==> src/rtl/parking_pkg.sv <==
// Shared constants, slot-vector type and occupancy helpers for the parking controller.
package parking_pkg;

    localparam int unsigned N_SLOTS = 4;
    // 100 Hz -> 2 Hz and 2 Hz -> 1 Hz divisors
    localparam int unsigned DIV_2HZ = 50;
    localparam int unsigned DIV_1HZ = 2;

    typedef logic [N_SLOTS-1:0] slots_t;

    // One-hot of the lowest clear bit; zero when every slot is occupied
    function automatic slots_t lowest_free(input slots_t s);
        return ~s & (s + slots_t'(1));
    endfunction

    // Number of free slots
    function automatic logic [2:0] free_count(input slots_t s);
        logic [2:0] n;
        n = 3'(N_SLOTS);
        for (int i = 0; i < N_SLOTS; i++) begin
            n = n - {2'b00, s[i]};
        end
        return n;
    endfunction

    // Lowest free slot index plus one; zero when full
    function automatic logic [2:0] best_index(input slots_t s);
        logic [2:0] b;
        b = '0;
        for (int i = N_SLOTS - 1; i >= 0; i--) begin
            if (!s[i]) b = 3'(i + 1);
        end
        return b;
    endfunction

endpackage

==> src/rtl/parking_tick_gen.sv <==
// Clock-enable divider: 100 Hz, 2 Hz and 1 Hz single-cycle pulses, all registered
// so that slower ticks coincide with the 100 Hz tick that completes them.
module parking_tick_gen
    import parking_pkg::*;
#(
    parameter int unsigned CLK_HZ = 40000000
) (
    input  logic clk,
    input  logic rst,
    output logic tick_100hz,
    output logic tick_2hz,
    output logic tick_1hz
);

    localparam int unsigned DIV_100HZ = CLK_HZ / 100;
    localparam int unsigned CNT_W     = (DIV_100HZ > 1) ? $clog2(DIV_100HZ) : 1;
    localparam int unsigned C2_W      = $clog2(DIV_2HZ);
    localparam int unsigned C1_W      = (DIV_1HZ > 1) ? $clog2(DIV_1HZ) : 1;

    localparam logic [CNT_W-1:0] CNT_LAST = CNT_W'(DIV_100HZ - 1);
    localparam logic [C2_W-1:0]  C2_LAST  = C2_W'(DIV_2HZ - 1);
    localparam logic [C1_W-1:0]  C1_LAST  = C1_W'(DIV_1HZ - 1);

    logic [CNT_W-1:0] cnt_q, cnt_d;
    logic [C2_W-1:0]  c2_q, c2_d;
    logic [C1_W-1:0]  c1_q, c1_d;
    logic             wrap_100, wrap_2, wrap_1;

    // Cascaded wrap detection and counter next state
    always_comb begin
        wrap_100 = (cnt_q == CNT_LAST);
        wrap_2   = wrap_100 && (c2_q == C2_LAST);
        wrap_1   = wrap_2 && (c1_q == C1_LAST);
        cnt_d    = wrap_100 ? '0 : cnt_q + CNT_W'(1);
        c2_d     = c2_q;
        c1_d     = c1_q;
        if (wrap_100) c2_d = wrap_2 ? '0 : c2_q + C2_W'(1);
        if (wrap_2)   c1_d = wrap_1 ? '0 : c1_q + C1_W'(1);
    end

    // Counter and tick registers
    always_ff @(posedge clk or posedge rst) begin
        if (rst) begin
            cnt_q      <= '0;
            c2_q       <= '0;
            c1_q       <= '0;
            tick_100hz <= 1'b0;
            tick_2hz   <= 1'b0;
            tick_1hz   <= 1'b0;
        end else begin
            cnt_q      <= cnt_d;
            c2_q       <= c2_d;
            c1_q       <= c1_d;
            tick_100hz <= wrap_100;
            tick_2hz   <= wrap_2;
            tick_1hz   <= wrap_1;
        end
    end

endmodule

==> src/rtl/parking_controller.sv <==
// Four-slot parking controller: synchronised entry/exit sensors, occupancy tracking,
// free-slot reporting and a door light.
// Build option PARKING_DOOR_HOLD_EN: door light held for DOOR_HOLD_S 1 Hz ticks after
// each accepted event; otherwise it is a single-cycle pulse.
module parking_controller
    import parking_pkg::*;
#(
    parameter int unsigned CLK_HZ      = 40000000,
    parameter int unsigned DOOR_HOLD_S = 2
) (
    input  logic       clk,
    input  logic       rst,
    input  logic       entry_sensor,
    input  logic       exit_sensor,
    input  logic [1:0] switch,
    output logic [3:0] parking_slots,
    output logic [2:0] capacity,
    output logic [2:0] best_place,
    output logic       full_light,
    output logic       door_open_light,
    output logic       tick_100hz,
    output logic       tick_2hz,
    output logic       tick_1hz
);

    logic   entry_meta_q, entry_sync_q, entry_prev_q;
    logic   exit_meta_q, exit_sync_q, exit_prev_q;
    logic   entry_edge, exit_edge;
    slots_t slots_q, slots_d, slots_mid, entry_onehot;
    logic   exit_ok, entry_ok, accepted;
    logic   door_q;

    parking_tick_gen #(
        .CLK_HZ(CLK_HZ)
    ) u_tick_gen (
        .clk       (clk),
        .rst       (rst),
        .tick_100hz(tick_100hz),
        .tick_2hz  (tick_2hz),
        .tick_1hz  (tick_1hz)
    );

    // Two-flop synchronisers plus a history flop for rising-edge detection
    always_ff @(posedge clk or posedge rst) begin
        if (rst) begin
            entry_meta_q <= 1'b0;
            entry_sync_q <= 1'b0;
            entry_prev_q <= 1'b0;
            exit_meta_q  <= 1'b0;
            exit_sync_q  <= 1'b0;
            exit_prev_q  <= 1'b0;
        end else begin
            entry_meta_q <= entry_sensor;
            entry_sync_q <= entry_meta_q;
            entry_prev_q <= entry_sync_q;
            exit_meta_q  <= exit_sensor;
            exit_sync_q  <= exit_meta_q;
            exit_prev_q  <= exit_sync_q;
        end
    end

    assign entry_edge = entry_sync_q & ~entry_prev_q;
    assign exit_edge  = exit_sync_q & ~exit_prev_q;

    // Occupancy next state: exit is applied first so a full lot can admit a
    // car arriving in the same cycle
    always_comb begin
        slots_mid = slots_q;
        exit_ok   = exit_edge & slots_q[switch];
        if (exit_ok) slots_mid[switch] = 1'b0;
        entry_onehot = entry_edge ? lowest_free(slots_mid) : '0;
        entry_ok     = |entry_onehot;
        slots_d      = slots_mid | entry_onehot;
        accepted     = exit_ok | entry_ok;
    end

    // Occupancy register
    always_ff @(posedge clk or posedge rst) begin
        if (rst) slots_q <= '0;
        else     slots_q <= slots_d;
    end

`ifdef PARKING_DOOR_HOLD_EN
    localparam int unsigned HOLD_W = (DOOR_HOLD_S > 0) ? $clog2(DOOR_HOLD_S + 1) : 1;
    localparam logic [HOLD_W-1:0] HOLD_INIT = HOLD_W'(DOOR_HOLD_S);

    logic [HOLD_W-1:0] hold_q, hold_d;
    logic              door_d;

    // Hold countdown: a new accepted event restarts it, each 1 Hz tick consumes one
    always_comb begin
        hold_d = hold_q;
        door_d = door_q;
        if (accepted) begin
            hold_d = HOLD_INIT;
            door_d = 1'b1;
        end else if (door_q && tick_1hz) begin
            if (hold_q <= HOLD_W'(1)) begin
                hold_d = '0;
                door_d = 1'b0;
            end else begin
                hold_d = hold_q - HOLD_W'(1);
            end
        end
    end

    // Door light and hold counter registers
    always_ff @(posedge clk or posedge rst) begin
        if (rst) begin
            hold_q <= '0;
            door_q <= 1'b0;
        end else begin
            hold_q <= hold_d;
            door_q <= door_d;
        end
    end
`else
    logic unused_door_hold;
    assign unused_door_hold = ^DOOR_HOLD_S;

    // Door light pulses for one cycle after each accepted event
    always_ff @(posedge clk or posedge rst) begin
        if (rst) door_q <= 1'b0;
        else     door_q <= accepted;
    end
`endif

    assign parking_slots   = slots_q;
    assign capacity        = free_count(slots_q);
    assign best_place      = best_index(slots_q);
    assign full_light      = (&slots_q) & entry_sync_q & ~exit_sync_q;
    assign door_open_light = door_q;

endmodule

==> config.mk <==
export PLATFORM = sky130hd
export DESIGN_NAME = parking_controller
export DESIGN_NICKNAME = d
export VERILOG_FILES = /design/src/rtl/parking_pkg.sv /design/src/rtl/parking_tick_gen.sv /design/src/rtl/parking_controller.sv
export SDC_FILE = /design/constraint.sdc
export NUM_CORES = 1
export LEC_CHECK = 0
export CAP_MARGIN = 30
export CELL_PAD_IN_SITES_DETAIL_PLACEMENT = 1
export CELL_PAD_IN_SITES_GLOBAL_PLACEMENT = 2
export CORE_MARGIN = 1
export CORE_UTILIZATION = 29
export DETAILED_ROUTE_END_ITERATION = 8
export GPL_TIMING_DRIVEN = 0
export PLACE_DENSITY_LB_ADDON = 0.05
export SLEW_MARGIN = 20
export SYNTH_ARGS = -nofsm -noshare
export SYNTH_HDL_FRONTEND = slang
export SYNTH_HIERARCHICAL = 1
export SYNTH_SLANG_ARGS = --single-unit
==> constraint.sdc <==
create_clock -name clk -period 2.3 [get_ports clk]
set_clock_uncertainty 0.15 [all_clocks]
set_input_delay 0.23 -clock clk [delete_from_list [all_inputs] [get_ports clk]]
set_output_delay 0.23 -clock clk [all_outputs]
set_load 0.005 [all_outputs]
==> flow_summary.yaml <==
clock_tree:
  cts-root-buf: "clkbuf_8"
  cts_buffers: 5
  hold_buffers: 0
  clk_latency_ns: 0.29
  cts_sinks: 40
  clk_pin_slew_worst_paths_ns: 0.08
  cts_buffer_depth: 2
  h-tree-depth: 2
  cts_tree: "yes"
min_path:
  min_path_type: "input pin to asynchronous set/reset pin"
synth:
  netlist.area_leader.share: 0.501
  synth.area.top_cells: "dfrtp_1 (50%), xnor2_1 (4.8%), ha_1 (3.8%)"
  syn-num-nets: 195
  synth_area_mm2: 0.00200
  ys_warn_count: 6
  yosys.area.top_type: "dfrtp_1"
  synth-seq-area-share: 0.501
  synth-edff-count: 0
  synth.avg_cell_area_um2: 11.0
  synth_cell_types: 48
  ys_dominant_reg_cell: "dfrtp_1"
  syn_inst: 182
  synth-async-reset-ratio: 1.00
  ys_seq_elements: 40
route:
  drtIter0Drc: 38
  firstDrtPassIters: 6
  vias_per_cell: 5.11
  vias: 1477
  ant_nets: 0
  remaining_drc_errors: 2
  wl_per_cell_um: 15.2
  drt_wl_total_mm: 4.40
final_layout:
  n_antenna_cell: 0
  area_growth_pct: 21.3
  seq_area_mm2: 0.00100
  final_util: 0.373
  nets: 224
  mostFrequentLayoutCells: "dfrtp_1 (39), nor2_1 (18), clkdlybuf4s50_1 (16)"
  final_common_cell: "dfrtp_1"
  drive_gt1_frac: 0.132
  nFillCells: 729
  multiInputGateArea_um2: 922
global_route:
  grt_pass1_wl_mm: 7.49
  antenna_found_initial: 0
  grt.total_usage: 0.133
  grt_max_degree: 30
  gr-total-overflow: 0
  first_global_vias: 1538
sta:
  hold_ws_ns: 0.127
  final-hold-violation-count: 0
  rsz0062_at_grt: "yes"
  period_share: 0.970
  fin_tns_setup_ns: 0
  worstMarginPinSlew_ns: 0.622
  finalSetupViolCount: 0
  slew_viol_final: 0
  clock.fmax_mhz: 448
  max_slew_margin: 0.585
  min_period_ns: 2.23
die:
  io_pins: 21
  core-area_mm2: 0.00649
  row_count: 29
  dieArea_mm2: 0.00722
  die_w_um: 85.0
  die_y_um: 85.0
  start_util: 0.307
run_status:
  violations: "DRC"
  status: "complete, but fails checks"
setup_path:
  crit_family: "adder cells"
  endpoint_kind: "primary output"
  start_kind: "register"
  crit_type: "register to primary output"
  crit_required_ns: 1.92
  critPathArrivalTime_ns: 1.85
  crit_fanout: 2
  critPathSlowestCell: "fa_1"
  cp_cell_sequence: "fa_1 -> inv_1 -> ha_1 -> ha_1 -> clkbuf_2"
  slowest_delay_ns: 0.54
  cp_num_buf_inv: 2
  cp_common_cell: "ha_1"
power_and_ir_drop:
  ir_worst_vdd_mv: 0.338
  power_density_mw_per_mm2: 669
  leakagePower_uw: 0.00108
run:
  maxCapViolations: 0
placed_design:
  gp_congestion: 0.740
  io_buffers: 19
  dp_hpwl_mm: 3.17
Yosys cell counts (2+ instances only):
master / instances
buf_2: 2
xnor2_1: 11
nand4_1: 6
nor2b_1: 3
nand2b_1: 3
o21ai_0: 5
nand3_1: 12
xor2_1: 5
buf_6: 2
nand2_1: 7
or4_1: 2
nor4_1: 5
o2111ai_1: 2
ha_1: 6
and4_1: 2
nor2_1: 18
inv_1: 10
and3_1: 6
and4bb_1: 2
a22o_1: 2
dfrtp_1: 40
nor3_1: 5
state kept, by name, summed over array words and instances (netlist names):
register and flops:
u_tick_gen/c2_q 6, entry_prev_q 1, door_open_light 1, u_tick_gen/cnt_q 19, u_tick_gen/tick_1hz 1, exit_sync_q 1, u_tick_gen/c1_q 1, parking_slots 4
u_tick_gen/tick_2hz 1, entry_meta_q 1, entry_sync_q 1, exit_meta_q 1, u_tick_gen/tick_100hz 1, exit_prev_q 1
cells by family after synthesis:
logic type / count (synthesis) / synth area share
xor gates and xnor gates: 16 / 0.0702
muxes: 2 / 0.0169
and+or+nand+nor: 82 / 0.251
AOI/OAI and AO/OA: 20 / 0.0764
buffers and inverters: 15 / 0.0370
adders and majority gates: 7 / 0.0476
DFF: 40 / 0.501
layer usage:
layer	vias up	track usage	wire length (µm)
met3	4	0.0340	120
met2	20	0.246	2350
met4	0	0.0416	44
met1	746	0.148	1880
li1	707	-	-
met5	-	0	0
where the power goes:
group | internal [µW] | switching [µW]
registers | 726 | 25.2
clock network | 355 | 250
logic | 150 | 115
timing repair:
item                       4_1_cts  5_1_grt
setup buffers                    3        0
setup endpoints to repair        3        2
cloned                           0        0
pin swaps                        0        1
gates resized for setup          5        2
final timing paths:
check	startpoint	slack (ns)	end	depth (start not counted)
max	parking_slots[2]$_DFF_PP0_	0.07	capacity[1]	5
min	rst	0.13	entry_meta_q$_DFF_PP0_	2
max reg2reg	u_tick_gen/cnt_q[0]$_DFF_PP0_	0.32	u_tick_gen/cnt_q[12]$_DFF_PP0_	7
min reg2reg	exit_meta_q$_DFF_PP0_	0.21	exit_sync_q$_DFF_PP0_	0
max in group asynchronous	rst	1.38	u_tick_gen/cnt_q[15]$_DFF_PP0_	2
min in group clk	switch[1]	0.20	parking_slots[2]$_DFF_PP0_	2
worst register-to-register path, stage by stage (launching register included):
cell and delay, ns:
dfrtp_1 0.39, ha_1 0.22, and3_1 0.16, buf_2 0.19
nand3_4 0.17, nor2_1 0.20, buf_2 0.28, nor2_1 0.11
area by class of cell:
type | instances | share of cell area
buffer | 5 | 0.0150
clock buffer | 6 | 0.0341
clock inverter | 2 | 0.0160
inverter | 10 | 0.0155
multi-input combinational | 127 | 0.381
sequential | 40 | 0.414
tap | 77 | 0.0398
timing repair buffer | 22 | 0.0852
stage by stage:
step | instance area (µm²) | setup WS (ns) | cells | total power, µW
after global placement | 2280 | -0.0124 | 278 | 1030
after detailed placement | 2280 | -0.0377 | 278 | 1040
after global routing | 2420 | -0.00369 | 289 | 1710
after CTS | 2430 | -0.0291 | 289 | 1670
final | 2420 | 0.0681 | 289 | 1620
after floorplan | 2000 | 0.487 | 182 | 885
No activity file was read; power rests on OpenSTA's default activity.
